$ cat src/rtl/bcd_digit_scanner_if.sv
// Digit-scanner bus: frame load input plus per-slot display outputs.
interface bcd_digit_scanner_if #(
  parameter int N_DIGITS = 4
);
  logic [4*N_DIGITS-1:0] digits_in;
  logic                  load;
  logic [3:0]            bcd_out;
  logic [N_DIGITS-1:0]   digit_en;
  logic                  blank;
  logic                  frame_done;

  modport master (
    output digits_in, load,
    input  bcd_out, digit_en, blank, frame_done
  );

  modport slave (
    input  digits_in, load,
    output bcd_out, digit_en, blank, frame_done
  );
endinterface

$ cat src/rtl/bcd_digit_scanner.sv
// Time-multiplexed 7-segment scan controller with frame-synchronous digit updates.
// Optional leading-zero suppression is enabled by defining BCD_SCAN_LZ_BLANK_EN.
module bcd_digit_scanner #(
  parameter int N_DIGITS = 4,
  parameter int PRESCALE = 4,
  parameter int DEADTIME = 1
) (
  input  logic                 clk,
  input  logic                 rst_n,
  bcd_digit_scanner_if.slave   bus
);

  localparam int DW = 4 * N_DIGITS;
  localparam int IW = (N_DIGITS > 1) ? $clog2(N_DIGITS) : 1;
  localparam int CW = (PRESCALE > 1) ? $clog2(PRESCALE) : 1;
  localparam logic [CW-1:0] CNT_LAST = CW'(PRESCALE - 1);
  localparam logic [IW-1:0] IDX_LAST = IW'(N_DIGITS - 1);
  localparam logic [CW-1:0] DT       = CW'(DEADTIME);

  logic [CW-1:0] cnt_q, cnt_d;
  logic [IW-1:0] idx_q, idx_d;
  logic [DW-1:0] stg_q, stg_d;
  logic [DW-1:0] shd_q, shd_d;
  logic          pend_q, pend_d;
  logic          active_q;

  logic          cnt_last;
  logic          frame_end;
  logic [3:0]    cur_digit;
  logic          suppress;
  logic          blank_w;

  always_ff @(posedge clk or negedge rst_n) begin
    if (!rst_n) begin
      cnt_q    <= '0;
      idx_q    <= '0;
      stg_q    <= '0;
      shd_q    <= '0;
      pend_q   <= 1'b0;
      active_q <= 1'b0;
    end else begin
      cnt_q    <= cnt_d;
      idx_q    <= idx_d;
      stg_q    <= stg_d;
      shd_q    <= shd_d;
      pend_q   <= pend_d;
      active_q <= 1'b1;
    end
  end

  always_comb begin
    cnt_last  = (cnt_q == CNT_LAST);
    frame_end = cnt_last && (idx_q == IDX_LAST);
    cnt_d     = cnt_last ? '0 : cnt_q + 1'b1;
    idx_d     = idx_q;
    stg_d     = stg_q;
    shd_d     = shd_q;
    pend_d    = pend_q;
    if (cnt_last) begin
      idx_d = (idx_q == IDX_LAST) ? '0 : idx_q + 1'b1;
    end
    if (bus.load) begin
      stg_d  = bus.digits_in;
      pend_d = 1'b1;
    end
    // A load landing on the boundary bypasses staging so it shows next frame.
    if (frame_end) begin
      if (bus.load) begin
        shd_d  = bus.digits_in;
        pend_d = 1'b0;
      end else if (pend_q) begin
        shd_d  = stg_q;
        pend_d = 1'b0;
      end
    end
  end

  assign cur_digit = shd_q[{idx_q, 2'b00} +: 4];

`ifdef BCD_SCAN_LZ_BLANK_EN
  logic [N_DIGITS-1:0] lz;

  // Digit i is a leading zero when it and every higher digit are zero; digit 0 never is.
  always_comb begin
    lz = '0;
    for (int i = 1; i < N_DIGITS; i++) begin
      lz[i] = ((shd_q >> (4 * i)) == '0);
    end
  end

  assign suppress = lz[idx_q];
`else
  assign suppress = 1'b0;
`endif

  assign blank_w = (cur_digit > 4'd9) || suppress;

  // active_q keeps enables off while reset is held, whatever DEADTIME is.
  always_comb begin
    bus.bcd_out    = cur_digit;
    bus.blank      = blank_w;
    bus.frame_done = frame_end;
    bus.digit_en   = '0;
    if (active_q && !blank_w && (cnt_q >= DT)) begin
      bus.digit_en = {{(N_DIGITS-1){1'b0}}, 1'b1} << idx_q;
    end
  end

endmodule
$ cat src/flat_wrapper.sv
// flat-port wrapper written by rule: the top's interface ports become plain ports
module bcd_digit_scanner_flat 
#(
  parameter int N_DIGITS = 4,
  parameter int PRESCALE = 4,
  parameter int DEADTIME = 1
)
  (clk, rst_n, bus_digits_in, bus_load, bus_bcd_out, bus_digit_en, bus_blank, bus_frame_done);
  bcd_digit_scanner_if #(.N_DIGITS(N_DIGITS)) bus_i ();
  input  logic clk;
  input  logic rst_n;
  input wire logic [$bits(bus_i.digits_in)-1:0] bus_digits_in;
  input wire logic [$bits(bus_i.load)-1:0] bus_load;
  output wire logic [$bits(bus_i.bcd_out)-1:0] bus_bcd_out;
  output wire logic [$bits(bus_i.digit_en)-1:0] bus_digit_en;
  output wire logic [$bits(bus_i.blank)-1:0] bus_blank;
  output wire logic [$bits(bus_i.frame_done)-1:0] bus_frame_done;
  assign bus_i.digits_in = bus_digits_in;
  assign bus_i.load = bus_load;
  assign bus_bcd_out = bus_i.bcd_out;
  assign bus_digit_en = bus_i.digit_en;
  assign bus_blank = bus_i.blank;
  assign bus_frame_done = bus_i.frame_done;
  bcd_digit_scanner #(.N_DIGITS(N_DIGITS), .PRESCALE(PRESCALE), .DEADTIME(DEADTIME)) u_core (.clk(clk), .rst_n(rst_n), .bus(bus_i));
endmodule
$ cat config.mk
export PLATFORM = sky130hd
export DESIGN_NAME = bcd_digit_scanner_flat
export DESIGN_NICKNAME = d
export VERILOG_FILES = /design/src/rtl/bcd_digit_scanner_if.sv /design/src/rtl/bcd_digit_scanner.sv /design/src/flat_wrapper.sv
export SDC_FILE = /design/constraint.sdc
export NUM_CORES = 1
export LEC_CHECK = 0
export ABC_AREA = 1
export CORE_MARGIN = 3
export CORE_UTILIZATION = 56
export DETAILED_ROUTE_END_ITERATION = 12
export PLACE_DENSITY = 0.91
export SYNTH_ARGS = -nofsm -noshare
export SYNTH_HDL_FRONTEND = slang
export SYNTH_SLANG_ARGS = --single-unit
$ cat constraint.sdc
create_clock -name clk -period 2.7 [get_ports clk]
set_input_delay 0.54 -clock clk [delete_from_list [all_inputs] [get_ports clk]]
set_output_delay 0.54 -clock clk [all_outputs]
set_load 0.01 [all_outputs]
==> results.txt, run 1 <==
- Leaving out fill and tap cells, the most frequent cells in the layout are 63 x sky130_fd_sc_hd__nand2_1, 37 x sky130_fd_sc_hd__dfrtp_1, 28 x sky130_fd_sc_hd__clkdlybuf4s50_1, 25 x sky130_fd_sc_hd__nor2_1, 16 x sky130_fd_sc_hd__a31oi_1.
- The initial antenna violation count came to 0.
* Max-cap viol count: 0
* Post-route cell area: 2040 sq um
* Post-synthesis cell count: 190
* Number of pins exceeding their max-slew limit in the final report: 0
* Classification of the worst-slack hold path: flip-flop to flip-flop
- Across the VDD grid, the largest voltage drop is approximately 0.4 mV.
- By startpoint and endpoint, the worst setup path is classified as flip-flop to output port.
- Derived from the worst setup path, the maximum achievable clock frequency is just under 400 MHz.
- Row generation in the floorplan step produced 19 rows.
- Worst skew pair latency: 0.35 ns
- Total global routing overflow: 0
- Critical path data arrival time: 2.00 ns
- Of the synthesized area, sequential elements account for ~56%.
- 29 I/O pins were placed.
- Avg WL per Cell: 12.1 um
* Chip width: 61.1 um
* Number of instances on the worst hold path: 1
- TritonCTS built the clock tree.
- At the end of the flow the core is filled with cells to between 70% and 80%.
- Final-layout fill cell count: 215
* Yosys warns: 0
- The first global-routing pass estimated slightly above 5000 um of wire.
- Maximum buffer depth of the clock tree: 2
- 0 antenna diodes ended up in the layout.
- In the final layout, the multi-input gates occupy 621 sq um.
- Final GP Congestion: 0.802
- Worst setup slack for register-to-register paths: 1.07 ns
* Number of vias after detailed routing: 1292
* Hold path startpoint: u_core.cnt_q[0]$_DFF_PN0_
* Tightest hold margin: 0.468 ns
- In this run the critical register-to-register path is captured at u_core.shd_q[10]$_DFFE_PN0P_.
- Number of library cell types mapped by synthesis: 21
- The worst hold path terminates at u_core.cnt_q[0]$_DFF_PN0_.
- In this run the cell area measured after placement is 1970 sq um.
- The number of nets in the synthesized netlist is 215.
* Count of buffers from port buffering: 28
- The number of global-route vias before repair came to between 1000 and 1500.
* Largest net degree at the start of global routing: 39
- On the final layout, the worst clock skew is 0.00807 ns.
- CTS Root Buffer Type: sky130_fd_sc_hd__clkbuf_4
* Detail-routed via count per cell: approximately 5.1
* Post-route minimum period: 2.54 ns
- Origin of the critical flop-to-flop path: u_core.idx_q[0]$_DFFE_PN0P_
* Total of endpoints with negative setup slack in the final report: 0
- In this run the mean area of a mapped cell was 8.95 sq um.
- Initial Util: 60.1%
- Largest fanout on the critical path: 7
- Once detail routing completed, the nets flagged for antenna violations numbered 0.
- The mapped netlist covers 1700 sq um.
- The final-report hold violation count was 0.
* Flops & latches, synth: 38
- The first detailed-routing pass ran for 4 iterations.
- DR iter-0 viols: 32
- The die covers 3730 sq um.
- Critical Path RT: 2.16 ns
* Clock transition at path regs: 0.11 ns
* Number of hold buffers added after cts: 0
* Die height: 61.1 um
- The run finished with clean final reports.
- Area of the placeable core: ~2800 sq um
- The wire-length estimate of the detail-placed layout is 2170 um.
- RSZ-0062 raised after global routing: false
- The area growth from synthesis to layout is 19.9%.
- Measured in cells, the most critical reg-to-reg path has a length of 7.
- Crit. End Element: output port
* Share of layout cells above drive strength 1: under 10%
- The final layout contains roughly 250 nets.
* Area used by sequential logic in the layout: 952 sq um
- The H-tree generated during clock tree synthesis spans 2 levels.
- The analysis attributes to cell leakage a power of 1.02 nW.
- Final sum of negative setup slack: 0 ns
* Startpoint class of the critical path: flip-flop
* Routed wire length: 3070 um
* Clock Sink Count: 38
- DRC Markers: 0
- The number of clock buffers added by TritonCTS is 5.
- Commonest non-fill, non-tap cell in the layout: sky130_fd_sc_hd__nand2_1
* Period Utilization, post-route: 94.0%
- Overall track demand over capacity in global routing: 19.2%
- In this run the power density over the cells is roughly 530 nW/um^2.
[worst max path at each step]
stage	slack (ns)	from	endpoint	cells past startpoint
final	0.16	u_core.idx_q[0]$_DFFE_PN0P_	bus_digit_en[2]	9
after global routing	0.004	u_core.idx_q[1]$_DFFE_PN0P_	bus_digit_en[3]	8
after floorplan	0.98	u_core.idx_q[0]$_DFFE_PN0P_	bus_digit_en[0]	8
after detailed placement	0.44	u_core.idx_q[0]$_DFFE_PN0P_	bus_digit_en[2]	9
after global placement	0.51	u_core.idx_q[0]$_DFFE_PN0P_	bus_digit_en[2]	9
after CTS	0.05	u_core.idx_q[0]$_DFFE_PN0P_	bus_digit_en[2]	9
[timing repair]
action,4_1_cts,5_1_grt
setup endpoints to repair,0,4
gates resized for setup,0,2
hold endpoints to repair,0,0
buffers inserted,0,1
[flip-flops by register name (all words and copies together), names as in the netlist]
register / count
u_core.active_q: 1
u_core.cnt_q: 2
u_core.idx_q: 2
u_core.pend_q: 1
u_core.shd_q: 16
u_core.stg_q: 16
[cell families after synthesis]
kind of cell	Yosys count	share of synthesized area [%]
AND/OR/NAND/NOR	97	22.4
AO/OA/AOI/OAI	25	9.49
flip-flops	38	55.9
adder cells (fa/ha/maj)	6	4.41
other	1	0.221
buffers and inverters	23	7.58
[stage by stage]
stage / cells / worst slack (ns) / power [mW]
after detailed placement: 244 / 0.443 / 0.783
after floorplan: 190 / 0.983 / 0.711
after global routing: 253 / 0.00370 / 1.13
after global placement: 244 / 0.508 / 0.777
final: 253 / 0.161 / 1.07
after CTS: 252 / 0.0483 / 1.08
[critical path: stages (launching register included)]
cell and delay (ns):
sky130_fd_sc_hd__dfrtp_2 0.47, sky130_fd_sc_hd__clkbuf_2 0.16, sky130_fd_sc_hd__nand2_1 0.07, sky130_fd_sc_hd__nand2_1 0.05
sky130_fd_sc_hd__nand2_1 0.07, sky130_fd_sc_hd__o21ai_2 0.06, sky130_fd_sc_hd__nand2_2 0.08, sky130_fd_sc_hd__nand2_2 0.07
sky130_fd_sc_hd__nor2_1 0.09, sky130_fd_sc_hd__clkdlybuf4s50_1 0.54
[synth_stat cells, drive strengths merged]
| cell type | instances | area (sq um) |
|---|---|---|
| conb | 1 | 3.75 |
| buf | 7 | 66.3 |
| o21ai | 6 | 33.8 |
| ha | 6 | 75.1 |
| nand2 | 67 | 262 |
| nor2 | 25 | 93.8 |
| nand3 | 5 | 25.0 |
| inv | 15 | 58.8 |
| o22ai | 1 | 6.26 |
| a21oi | 2 | 21.3 |
| clkbuf | 1 | 3.75 |
| a31oi | 16 | 100 |
| dfrtp | 38 | 951 |
[power breakdown]
| part | leakage, nW | total [mW] | internal (mW) | switching, mW |
|---|---|---|---|---|
| clock | 0.0353 | 0.304 | 0.126 | 0.178 |
| sequential | 0.463 | 0.633 | 0.612 | 0.0208 |
| combinational | 0.519 | 0.137 | 0.0681 | 0.0690 |
| total | 1.02 | 1.07 | 0.807 | 0.268 |
[routing by layer]
metal / share of wire [%] / vias to the layer above / track usage [%] / wire length [um]
li1: - / 663 / - / -
met1: 46 / 582 / 25.2 / 1400
met2: 45 / 35 / 29.2 / 1390
met3: 5.3 / 12 / 4.40 / 162
met4: 3.6 / 0 / 11.1 / 111
met5: 0 / - / 0 / 0
[area by class of cell]
type	count	area share, %
inverter	15	2.89
tap	31	1.90
timing repair buffer	32	15.1
sequential	38	46.7
multi-input combinational	129	30.4
clock inverter	1	0.246
clock buffer	7	2.70
(Power assumes the default switching activity.)
==> run 2, diff against run 1 <==
--- a/config.mk
+++ b/config.mk
@@ -6,10 +6,12 @@
 export NUM_CORES = 1
 export LEC_CHECK = 0
 export ABC_AREA = 1
+export ABC_CLOCK_PERIOD_IN_PS = 2700
 export CORE_MARGIN = 3
 export CORE_UTILIZATION = 56
 export DETAILED_ROUTE_END_ITERATION = 12
-export PLACE_DENSITY = 0.91
+export GPL_TIMING_DRIVEN = 0
+export PLACE_DENSITY = 0.83
 export SYNTH_ARGS = -nofsm -noshare
 export SYNTH_HDL_FRONTEND = slang
 export SYNTH_SLANG_ARGS = --single-unit
==> run 2 against run 1 <==
Against the previous run: count of clock-buffer cells in the layout decreased by 1; hold slack worse by 0.20 ns; flip-flop and latch count stayed put; largest cell class unchanged; sequential power barely moved.
==> results.txt, run 2 (synthesis gave the netlist of run 1 again) <==
- Cell-by-cell listing of the critical path: buf_6 -> inv_4 -> buf_8 -> nand2_1 -> nand3_1 -> nand2_1 -> nand2_1 -> nand2_2 -> inv_1 -> clkdlybuf4s50_1
* Clock transition at path regs: 0.10 ns (about the same)
- Critical Path RT: 2.16 ns (about the same)
* Worst Setup Slack, final: 0.155 ns (-0.00557 ns)
* Initial antenna violation count: 0 (unchanged)
* Reported leakage power: 1.13 nW (+11%)
- Number of nets with antenna violations after detailed routing: 0 (unchanged)
* Area added between synthesis and finish: 25.5%
* Crit. End Element: output port
* Count of buffers from port buffering: 27 (-3.6%)
- Outcome: completed
- Total of endpoints with negative setup slack in the final report: 0 (unchanged)
- The DRC violation count after routing is 0 (unchanged).
- Largest fanout on the critical path: 11 (+4)
* Cell Area, Placed: 2000 sq um (+1.6%)
- The buffer levels on the longest clock path is 2 (unchanged).
- The y dimension of the die came to 61.1 um (unchanged).
- N_diodes: 0 (unchanged)
- The HPWL reported at the end of detailed placement is 2530 um (+17%).
- The path class of the tightest hold or removal check is input pin to async pin.
* Share of layout cells above drive strength 1: 11.1% (+1.6 points)
- The largest registers in the layout are u_core.shd_q (16), u_core.stg_q (16).
- For the pin with the worst max-slew slack, the measured transition is 0.798 ns.
- The core utilization of the finished layout came to 75.4% (+3.4 points).
* Top-Level Pins: 29 (unchanged)
- The via count was 1371 (+6.1%).
- Startpoint-to-endpoint class of the critical path: flip-flop to output port
- The library cell used most frequently in the layout, excluding fill and tap cells, is sky130_fd_sc_hd__nand2_1.
- Die area: 3730 sq um (unchanged)
* CP endpoint: bus_blank
- Max-cap viol count: 0 (unchanged)
- The aggregate global routing overflow was 0 (unchanged).
- Worst skew pair latency: 0.35 ns (about the same)
* Startpoint class of the critical path: flip-flop
* Timing-limited maximum frequency: 393 MHz (-0.22%)
* Post-route cell area: 2130 sq um (+4.7%)
- The number of CTS-inserted buffers came to 5 (unchanged).
- The detailed-router iteration count before antenna repair came to 5 (+1).
- The final total negative setup slack was 0 ns (unchanged).
- Number of pins exceeding their max-slew limit in the final report: 0 (unchanged)
- The post-placement setup slack is 0.360 ns (-0.0835 ns).
- The setup skew after layout is 0.0109 ns (+0.00284 ns).
- CTS placed an instance of sky130_fd_sc_hd__clkbuf_4 at the clock tree root.
* Area of the placeable core: 2830 sq um (unchanged)
- The layout net count was 250 (+1.6%).
* Slowest Stage Delay on Critical Path: 0.52 ns (-0.02 ns)
* CTS tree: built
- The data arrival time of the critical path came to 2.00 ns (about the same).
- Number of core rows: 19 (unchanged)
- Setup repair after global routing left no endpoint under its margin.
- Avg WL per Cell: 13.1 um (+8.2%)
- Length in cells of the worst reg-to-reg path: 5 (-2)
- Max transition margin: 46.8%
- Tracing the worst setup path back leads to its startpoint at u_core.idx_q[0]$_DFFE_PN0P_.
- Endpoint of the most critical register-to-register path: u_core.shd_q[6]$_DFFE_PN0P_
- The worst reg-to-reg setup slack is 1.18 ns (+0.11 ns).
- The power per cell area came to 595 nW/um^2 (+13%).
* Origin of the critical flop-to-flop path: u_core.idx_q[1]$_DFFE_PN0P_
- Worst IR drop on VDD: 0.576 mV (+47%)
* Detail-routed via count per cell: 5.33 (+4.5%)
- Overall track demand over capacity in global routing: 21.1% (+1.9 points)
- Final GP Congestion: 0.776 (-3.2%)
- Cell mode on critical path: sky130_fd_sc_hd__nand2_1
- The global-route wire length before repair came to 5620 um (+9.5%).
* Period Utilization, post-route: 94.2% (+0.21 points)
* Routed wire length: 3370 um (+9.9%)
- The number of global-route vias before repair was 1306 (+12%).
- Most frequent cells in the layout: 63 x sky130_fd_sc_hd__nand2_1, 38 x sky130_fd_sc_hd__dfrtp_1, 25 x sky130_fd_sc_hd__nor2_1, 22 x sky130_fd_sc_hd__clkdlybuf4s50_1, 16 x sky130_fd_sc_hd__a31oi_1
- Slowest cell on crit path: sky130_fd_sc_hd__clkdlybuf4s50_1
- The maximum number of pins on one net before global-route repair came to 39 (unchanged).
- DR iter-0 viols: 58 (+81%)
* Number of failing hold endpoints at the final stage: 0 (unchanged)
- Chip width: 61.1 um (unchanged)
* CTS H-Tree Depth: 2 (unchanged)
- Clock Sink Count: 38 (unchanged)
- The final hold slack came to 0.263 ns (-0.205 ns).
- Initial Util: 60.1% (unchanged)
* Post-route minimum period: 2.54 ns (+0.00557 ns)
==> run 2: changes by cell type in the layout (fill, tap and decap cells not counted), moves of 2 or more <==
cell and change:
sky130_fd_sc_hd__buf_6 +3, sky130_fd_sc_hd__bufinv_16 +2, sky130_fd_sc_hd__dlymetal6s2s_1 +4, sky130_fd_sc_hd__clkdlybuf4s50_1 -6, sky130_fd_sc_hd__buf_2 +3
==> run 2: stage by stage <==
| step | power (mW) | instances |
|---|---|---|
| 3_5_place_dp | 0.783 | 248 |
| 3_3_place_gp | 0.776 | 248 |
| 2_1_floorplan | 0.711 | 190 |
| 4_1_cts | 1.28 | 257 |
| 5_1_grt | 1.32 | 257 |
| 6_report | 1.27 | 257 |
==> run 2: critical path, delay by kind of cell (launching register included) <==
| family | cells | cell delay [ns] |
|---|---|---|
| buffers and inverters | 5 | 0.91 |
| flip-flops | 1 | 0.41 |
| AND/OR/NAND/NOR | 5 | 0.35 |
==> run 2: area by class of cell <==
cell class / instances / area [sq um]
clock inverter: 2 / 60.1
tap: 31 / 38.8
multi-input combinational: 129 / 621
inverter: 15 / 58.8
buffer: 8 / 70.1
timing repair buffer: 28 / 283
fill: 220 / 696
sequential: 38 / 951
clock buffer: 6 / 51.3
==> run 2: layer usage <==
metal	global-route usage, %	vias up	wire, um
li1	-	674	-
met1	24.6	652	1390
met5	0	-	0
met4	11.1	0	93
met2	35.5	35	1710
met3	5.45	10	181
==> run 2: worst min path at each step <==
stage               slack [ns]                      endpoint  cells past startpoint                 startpoint
floorplan                 0.24     u_core.active_q$_DFF_PN0_                      0                      rst_n
global placement          0.44     u_core.cnt_q[0]$_DFF_PN0_                      1  u_core.cnt_q[0]$_DFF_PN0_
detailed placement        0.45     u_core.cnt_q[0]$_DFF_PN0_                      1  u_core.cnt_q[0]$_DFF_PN0_
CTS                       0.28  u_core.shd_q[14]$_DFFE_PN0P_                      1                      rst_n
global route              0.32   u_core.stg_q[3]$_DFFE_PN0P_                      1                      rst_n
finish                    0.26   u_core.shd_q[3]$_DFFE_PN0P_                      1                      rst_n
==> run 2: where the power goes <==
group	internal (mW)	switching [mW]	total (mW)
Sequential	0.612	0.0190	0.631
Combinational	0.0659	0.0724	0.138
Clock	0.314	0.185	0.499
Total	0.992	0.277	1.27
==> run 2: repair_timing <==
item,CTS,global route
setup buffers,1,0
hold buffers,0,0
endpoints found under the setup margin,4,4
pin swaps,0,0
gates resized for setup,0,4
